===== src/rtl/cpu_control.sv =====
// Multi-cycle control unit for the 8-bit four-register teaching CPU.
// Owns PC and IR and sequences the external register file, ALU and data memory.
module cpu_control #(
  parameter int unsigned PC_WIDTH  = 8,
  parameter logic [7:0]  HALT_WORD = 8'hC3
) (
  input  logic                clk,
  input  logic                clear,
  input  logic                start,
  input  logic [7:0]          instruction,
  input  logic                mem_ready,
  output logic [PC_WIDTH-1:0] address,
  output logic [1:0]          rs_sel,
  output logic [1:0]          rt_sel,
  output logic [1:0]          rd_sel,
  output logic [7:0]          imm,
  output logic                reg_write,
  output logic                wb_sel,
  output logic                mem_read,
  output logic                mem_write,
  output logic                busy,
  output logic                halted
);

  typedef enum logic [2:0] {
    StIdle,
    StFetch,
    StDecode,
    StExec,
    StMem,
    StWb,
    StHalt
  } state_e;

  localparam logic [1:0] OpAdd   = 2'b00;
  localparam logic [1:0] OpLoad  = 2'b01;
  localparam logic [1:0] OpStore = 2'b10;

  localparam logic [PC_WIDTH-1:0] PcOne = PC_WIDTH'(1);

  state_e              state_q, state_d;
  logic [PC_WIDTH-1:0] pc_q, pc_d;
  logic [7:0]          ir_q, ir_d;
  logic [PC_WIDTH-1:0] jump_off;

  logic [1:0] rs_sel_q, rs_sel_d;
  logic [1:0] rt_sel_q, rt_sel_d;
  logic [1:0] rd_sel_q, rd_sel_d;
  logic [7:0] imm_q, imm_d;
  logic       reg_write_q, reg_write_d;
  logic       wb_sel_q, wb_sel_d;
  logic       mem_read_q, mem_read_d;
  logic       mem_write_q, mem_write_d;
  logic       busy_q, busy_d;
  logic       halted_q, halted_d;

  logic [1:0] op_d;
  logic       fields_vis;

  // PC already points past the jump when EXEC adds the offset.
  assign jump_off = {{(PC_WIDTH-6){ir_q[5]}}, ir_q[5:0]};

  always_comb begin
    state_d = state_q;
    pc_d    = pc_q;
    ir_d    = ir_q;
    unique case (state_q)
      StIdle: begin
        if (start) state_d = StFetch;
      end
      StFetch: begin
        ir_d    = instruction;
        pc_d    = pc_q + PcOne;
        state_d = StDecode;
      end
      StDecode: begin
        state_d = (ir_q == HALT_WORD) ? StHalt : StExec;
      end
      StExec: begin
        unique case (ir_q[7:6])
          OpAdd:           state_d = StWb;
          OpLoad, OpStore: state_d = StMem;
          default: begin
            pc_d    = pc_q + jump_off;
            state_d = StFetch;
          end
        endcase
      end
      StMem: begin
        if (mem_ready) state_d = (ir_q[7:6] == OpLoad) ? StWb : StFetch;
      end
      StWb: begin
        state_d = StFetch;
      end
      StHalt: begin
        state_d = StHalt;
      end
      default: begin
        state_d = StIdle;
      end
    endcase
  end

  // Outputs are decoded from the next state so the registered copies are Moore in state_q/ir_q.
  always_comb begin
    op_d        = ir_d[7:6];
    fields_vis  = state_d inside {StDecode, StExec, StMem, StWb};
    rs_sel_d    = fields_vis ? ir_d[5:4] : 2'b00;
    rt_sel_d    = fields_vis ? ir_d[3:2] : 2'b00;
    rd_sel_d    = 2'b00;
    if (fields_vis) rd_sel_d = (op_d == OpLoad) ? ir_d[3:2] : ir_d[1:0];
    imm_d       = fields_vis ? {{6{ir_d[1]}}, ir_d[1:0]} : 8'h00;
    reg_write_d = (state_d == StWb);
    wb_sel_d    = (state_d == StWb) && (op_d == OpLoad);
    mem_read_d  = (state_d == StMem) && (op_d == OpLoad);
    mem_write_d = (state_d == StMem) && (op_d == OpStore);
    busy_d      = !(state_d inside {StIdle, StHalt});
    halted_d    = (state_d == StHalt);
  end

  always_ff @(posedge clk) begin
    if (clear) begin
      state_q     <= StIdle;
      pc_q        <= '0;
      ir_q        <= 8'h00;
      rs_sel_q    <= 2'b00;
      rt_sel_q    <= 2'b00;
      rd_sel_q    <= 2'b00;
      imm_q       <= 8'h00;
      reg_write_q <= 1'b0;
      wb_sel_q    <= 1'b0;
      mem_read_q  <= 1'b0;
      mem_write_q <= 1'b0;
      busy_q      <= 1'b0;
      halted_q    <= 1'b0;
    end else begin
      state_q     <= state_d;
      pc_q        <= pc_d;
      ir_q        <= ir_d;
      rs_sel_q    <= rs_sel_d;
      rt_sel_q    <= rt_sel_d;
      rd_sel_q    <= rd_sel_d;
      imm_q       <= imm_d;
      reg_write_q <= reg_write_d;
      wb_sel_q    <= wb_sel_d;
      mem_read_q  <= mem_read_d;
      mem_write_q <= mem_write_d;
      busy_q      <= busy_d;
      halted_q    <= halted_d;
    end
  end

  assign address   = pc_q;
  assign rs_sel    = rs_sel_q;
  assign rt_sel    = rt_sel_q;
  assign rd_sel    = rd_sel_q;
  assign imm       = imm_q;
  assign reg_write = reg_write_q;
  assign wb_sel    = wb_sel_q;
  assign mem_read  = mem_read_q;
  assign mem_write = mem_write_q;
  assign busy      = busy_q;
  assign halted    = halted_q;

endmodule


===== config.mk =====
export PLATFORM = sky130hd
export DESIGN_NAME = cpu_control
export DESIGN_NICKNAME = d
export VERILOG_FILES = /design/src/rtl/cpu_control.sv
export SDC_FILE = /design/constraint.sdc
export NUM_CORES = 1
export LEC_CHECK = 0
export ABC_AREA = 1
export CORE_UTILIZATION = 53
export CTS_BUF_LIST = sky130_fd_sc_hd__clkbuf_16
export CTS_CLUSTER_DIAMETER = 60
export DETAILED_ROUTE_END_ITERATION = 10
export PLACE_DENSITY_LB_ADDON = 0.2
export SLEW_MARGIN = 20
export SYNTH_ARGS = -nofsm -noshare
export SYNTH_HDL_FRONTEND = slang
export SYNTH_SLANG_ARGS = --single-unit

===== constraint.sdc =====
create_clock -name clk -period 3.4 [get_ports clk]
set_input_delay 0.68 -clock clk [delete_from_list [all_inputs] [get_ports clk]]
set_output_delay 0.68 -clock clk [all_outputs]
set_load 0.01 [all_outputs]

Word-level counts from Yosys, hierarchy flattened
Index checks and enable logic that the tools add are counted.
- bits in registers: 33
- bits of input ports: 12
- output and inout port bits: 28
- logic and storage cells: 57
- add/sub/neg operators: 2
- equality and inequality tests: 17
- mux-type cells: 10
- bitwise logic cells: 1
- reductions and logical operators: 14
- operator list (cell ; count):
    3-bit case mux with 7 select lines ; 1
    3-bit == test (second input constant) ; 6
    8-bit two-way mux ; 2
    8-bit case mux with 2 select lines ; 1
    3-bit by 2-bit == test with 1-bit output (second input constant) ; 4
    3-bit two-way mux ; 4
    8-bit by 1-bit adder with 8-bit output (second input constant) ; 1
    8-bit adder ; 1
    8-bit == test (second input constant) ; 1
    3-bit logical NOT ; 2
    3-bit case mux with 2 select lines ; 1
    2-bit by 1-bit == test with 1-bit output (second input constant) ; 2
    2-bit == test (second input constant) ; 2
    2-bit nonzero test ; 2
    4-bit nonzero test ; 1
    2-bit OR reduction ; 2
    3-bit by 1-bit == test with 1-bit output (second input constant) ; 1
    1-bit logical AND ; 3
    3-bit OR reduction ; 1
    2-bit logical NOT ; 1
    2-bit two-way mux ; 1
    2-bit != test (second input constant) ; 1
    2-bit AND reduction ; 1
    1-bit logical NOT ; 1
    1-bit NOT ; 1

Logic depth before layout (Yosys ltp)
- depth in word-level cells: 8
- gate-level depth with buffers: 15
- depth with buffers taken out: 15

Least setup slack after synthesis
OpenSTA, ideal clock, no wires.
- kind: register to register
- start: register state_q[1]
- end: register pc_q[7], in the netlist address[7]
- setup time: 0.073 ns
- arrival time: 1.793 ns
- required time: 3.327 ns
- setup slack: 1.534 ns
- stages on the path, launching flop included: 14
- path buffers: 0
- clock period less this slack: 1.866 ns
- cells stage by stage: dfxtp_1 nand2_2 nor2_4 inv_2 nor2_1 ha_1 or2_2 nand2_1 nor2_1 nor2_1 nand2_1 nand2_1 nand2_1 a21oi_1
- cells in the longest elaborated chain, start to end: 3
- elaborated cells on any way between the ends: 6
- classes of those cells: eq/ne (3); mux (1); reduce/logical (2)
- RTL lines (what ; line ; text):
    start: declaration ; 41 ; state_e state_q, state_d;
    start signal: assignment ; 123 ; state_q <= StIdle;
    start signal: assignment ; 137 ; state_q <= state_d;
    3-bit by 2-bit == test with 1-bit output or 3-bit by 1-bit == test with 1-bit output (tied branches) ; 67 ; unique case (state_q)
    2-bit != test (no line) or 2-bit nonzero test (tied branches) ; -- ;
    2-bit AND reduction (no line) ; -- ;
    end signal: assignment ; 138 ; pc_q <= pc_d;
    end: declaration ; 42 ; logic [PC_WIDTH-1:0] pc_q, pc_d;
Several ways; a longest one is shown, not always the timed one.
A chain may end at the register's enable or synchronous reset.

Final worst setup path
- start: register state_q[1]
- end: register pc_q[4], in the netlist address[4]
The elaborated chain is that of the path after synthesis.

==> impl_metrics.yaml <==
timing:
  fmax_mhz: 471
  finalHoldViolations: 0
  rsz0062_at_grt: "false"
  drv_slew: 0
  tightest_slew_ps: 693
  period_needed_ps: 2120
  fin_crit_sh_pct: 62.4
  whs_ps: 504
  timing.slew.headroom_pct: 53.7
  clock_skew_ps: 6.55
  setup_viol: 0
  setup_tns_ps: 0
die:
  die-area_um2: 3550
  fp.dieW_um: 59.6
  initial_utilization_pct: 56.7
  core_area_um2: 3100
  io_pins: 40
  die_height_um: 59.6
  rows: 20
cts:
  tritoncts: "done"
  root_buffer: "clkbuf_16"
  post_cts_buffers: 0
  clk_path_buf_depth: 2
  holdBufCountCts: 0
  htreeDepth: 2
  cts.sinks: 33
  cts-buffers-inserted: 5
  clk_latency_ps: 280
  ctsResizeCount: 0
  clk_pin_slew_worst_paths_ps: 50
worst_hold_path:
  hp-class: "flip-flop to flip-flop"
  whs_path_depth: 2
  whs_endpoint: "address[7]"
  hold_path_startpoint: "address[7]"
grt:
  antenna_found_initial: 0
  grt_max_degree: 19
  grt_usage_pct: 23.3
  gr-total-overflow: 0
  grt_pass1_vias: 1431
  grt_pass1_wl_mm: 6.06
route:
  drt-vias-per-instance: 4.81
  vias: 1531
  first_pass_iters: 4
  ant_nets: 0
  drcViolationCount: 0
  wirelength_mm: 3.51
  wl_per_cell_um: 11.1
  dr.first_iter.drc_count: 59
power:
  peakVddDrop_mv: 0.446
  leakage_nw: 1.09
  power_mw: 1.21
  p_per_area_nw_per_um2: 530
layout:
  area_growth_syn_to_layout_pct: 29.4
  register_area_um2: 661
  drive_above_1_share_pct: 13.5
  finalNonFillerCells: 318
  antennaDiodeCount: 0
  finalNetCount: 296
  fillers: 249
  multi_input_area_um2: 885
critical_path:
  cp_num_buf_inv: 2
  crit_required_ps: 3570
  path_max_fanout: 6
  startpoint: "state_q[1]"
  ff2ff_setup_slack_ps: 1280
  worstRegToRegCells: 12
  cpPeakStageDelay_ps: 460
  r2r_start: "state_q[1]"
  worst_setup_path_end_kind: "flip-flop"
  critical_path_class: "flip-flop to flip-flop"
  timing.rr.end: "address[4]"
  worstPathCellList: "nand2_2 -> nor2_4 -> nand2_1 -> ha_1 -> fa_1 -> nand3_1 -> nand2_1 -> inv_1 -> or2_2 -> nand3_1 -> o211ai_1 -> inv_1"
  cp_slowest_cell: "dfxtp_1"
  start_kind: "flip-flop"
  crit_arrival_ps: 2290
  critPathTopFamily: "simple AND/OR/NAND/NOR gates"
yosys:
  ys_async_sr_fraction_pct: 0
  synthesis.nets: 259
  ys_seq_area_share_pct: 37.6
  synth_top_cell_area_share_pct: 37.6
  yosysWarnings: 0
  synth.ff_latch_count: 33
  synth.largest_area_cell: "dfxtp_1"
  synth_commonest_cells: "55 x nand2_1, 33 x dfxtp_1, 31 x inv_1"
  synth_area_um2: 1760
  yosys-top-cells-area: "dfxtp_1 38%, nand2_1 12%, ha_1 7.1%"
  syn_avg_cell_area_um2: 7.45
  synthDistinctLibCells: 32
  synth_edf_count: 0
  netlist_instances: 236
  yosysMostFrequentCell: "nand2_1"
  ys.flop_type: "dfxtp_1"
place:
  gp_congestion: 0.896
  post-place-cells: 310
  port_buffers: 39
  dp_hpwl_mm: 2.57
run_status:
  status: "completed"
job:
  drv_cap: 0
## placed cells by master, fill, tap and decap left out, types with 2 or more instances in the layout
cell type / instances
nand3_1: 10
or2_2: 3
o21ai_2: 2
a21oi_2: 2
clkinv_2: 2
inv_1: 32
inv_2: 8
nand2_4: 2
o21a_2: 2
o21ai_0: 5
clkdlybuf4s50_1: 39
nand4_1: 5
dfxtp_1: 33
nand2_2: 5
nor2_4: 4
a21oi_1: 10
clkbuf_16: 5
xnor2_1: 2
nor2_1: 23
o21ai_1: 3
ha_1: 10
nand2_1: 55
nor3_1: 3
## through the flow
stage,util [%],setup slack (ps),instance area (um2)
detailed placement,68.9,1190,2140
global route,73.3,1080,2280
global placement,68.9,1220,2140
finish,73.3,1280,2280
CTS,73.3,1310,2280
floorplan,-,1530,1760
## state kept, by name (all words and copies together), names as in the netlist
name	cells
ir_q	8
halted	1
rt_sel	2
state_q	3
imm	2
mem_read	1
rd_sel	2
rs_sel	2
wb_sel	1
reg_write	1
address	8
mem_write	1
busy	1
## cells by family (layout without fill, tap and decap cells)
kind of cell | after synthesis | after routing | synth area share, %
AND/OR/NAND/NOR | 114 | 114 | 30.9
buffers and inverters | 48 | 86 | 12.2
flip-flops | 33 | 33 | 37.6
AO/OA/AOI/OAI | 27 | 27 | 9.67
adder cells (fa/ha/maj) | 11 | 11 | 8.25
XOR/XNOR | 3 | 3 | 1.49
## routing by layer
metal / track usage [%] / part of all wire (%)
met5: 0 / 0
met4: 11.0 / 2.1
met3: 5.68 / 5.8
met2: 37.6 / 44
met1: 29.3 / 48
## tightest hold or removal path, stage by stage (launching register included)
cell	delay, ps
dfxtp_1	330
nand2_1	70
a21oi_1	60
## report_power, final
group | total (mW) | internal (mW) | switching (mW)
sequential | 0.466 | 0.433 | 0.0330
clock | 0.420 | 0.265 | 0.155
combinational | 0.319 | 0.141 | 0.178
## layout make-up
| class | count | share of cell area (%) |
|---|---|---|
| clock buffer | 5 | 5.50 |
| timing repair buffer | 39 | 17.2 |
| clock inverter | 3 | 0.605 |
| tap | 44 | 2.42 |
| inverter | 39 | 6.43 |
| multi-input combinational | 155 | 38.9 |
| sequential | 33 | 29.0 |
## worst max path at each step
stage / end / slack [ps] / cells past startpoint
after floorplan: address[7] / 1530 / 13
after global placement: address[6] / 1220 / 6
after detailed placement: address[6] / 1190 / 6
after CTS: address[4] / 1310 / 12
after global routing: address[7] / 1080 / 13
final: address[4] / 1280 / 12
Power figures use the tool's default switching activity.
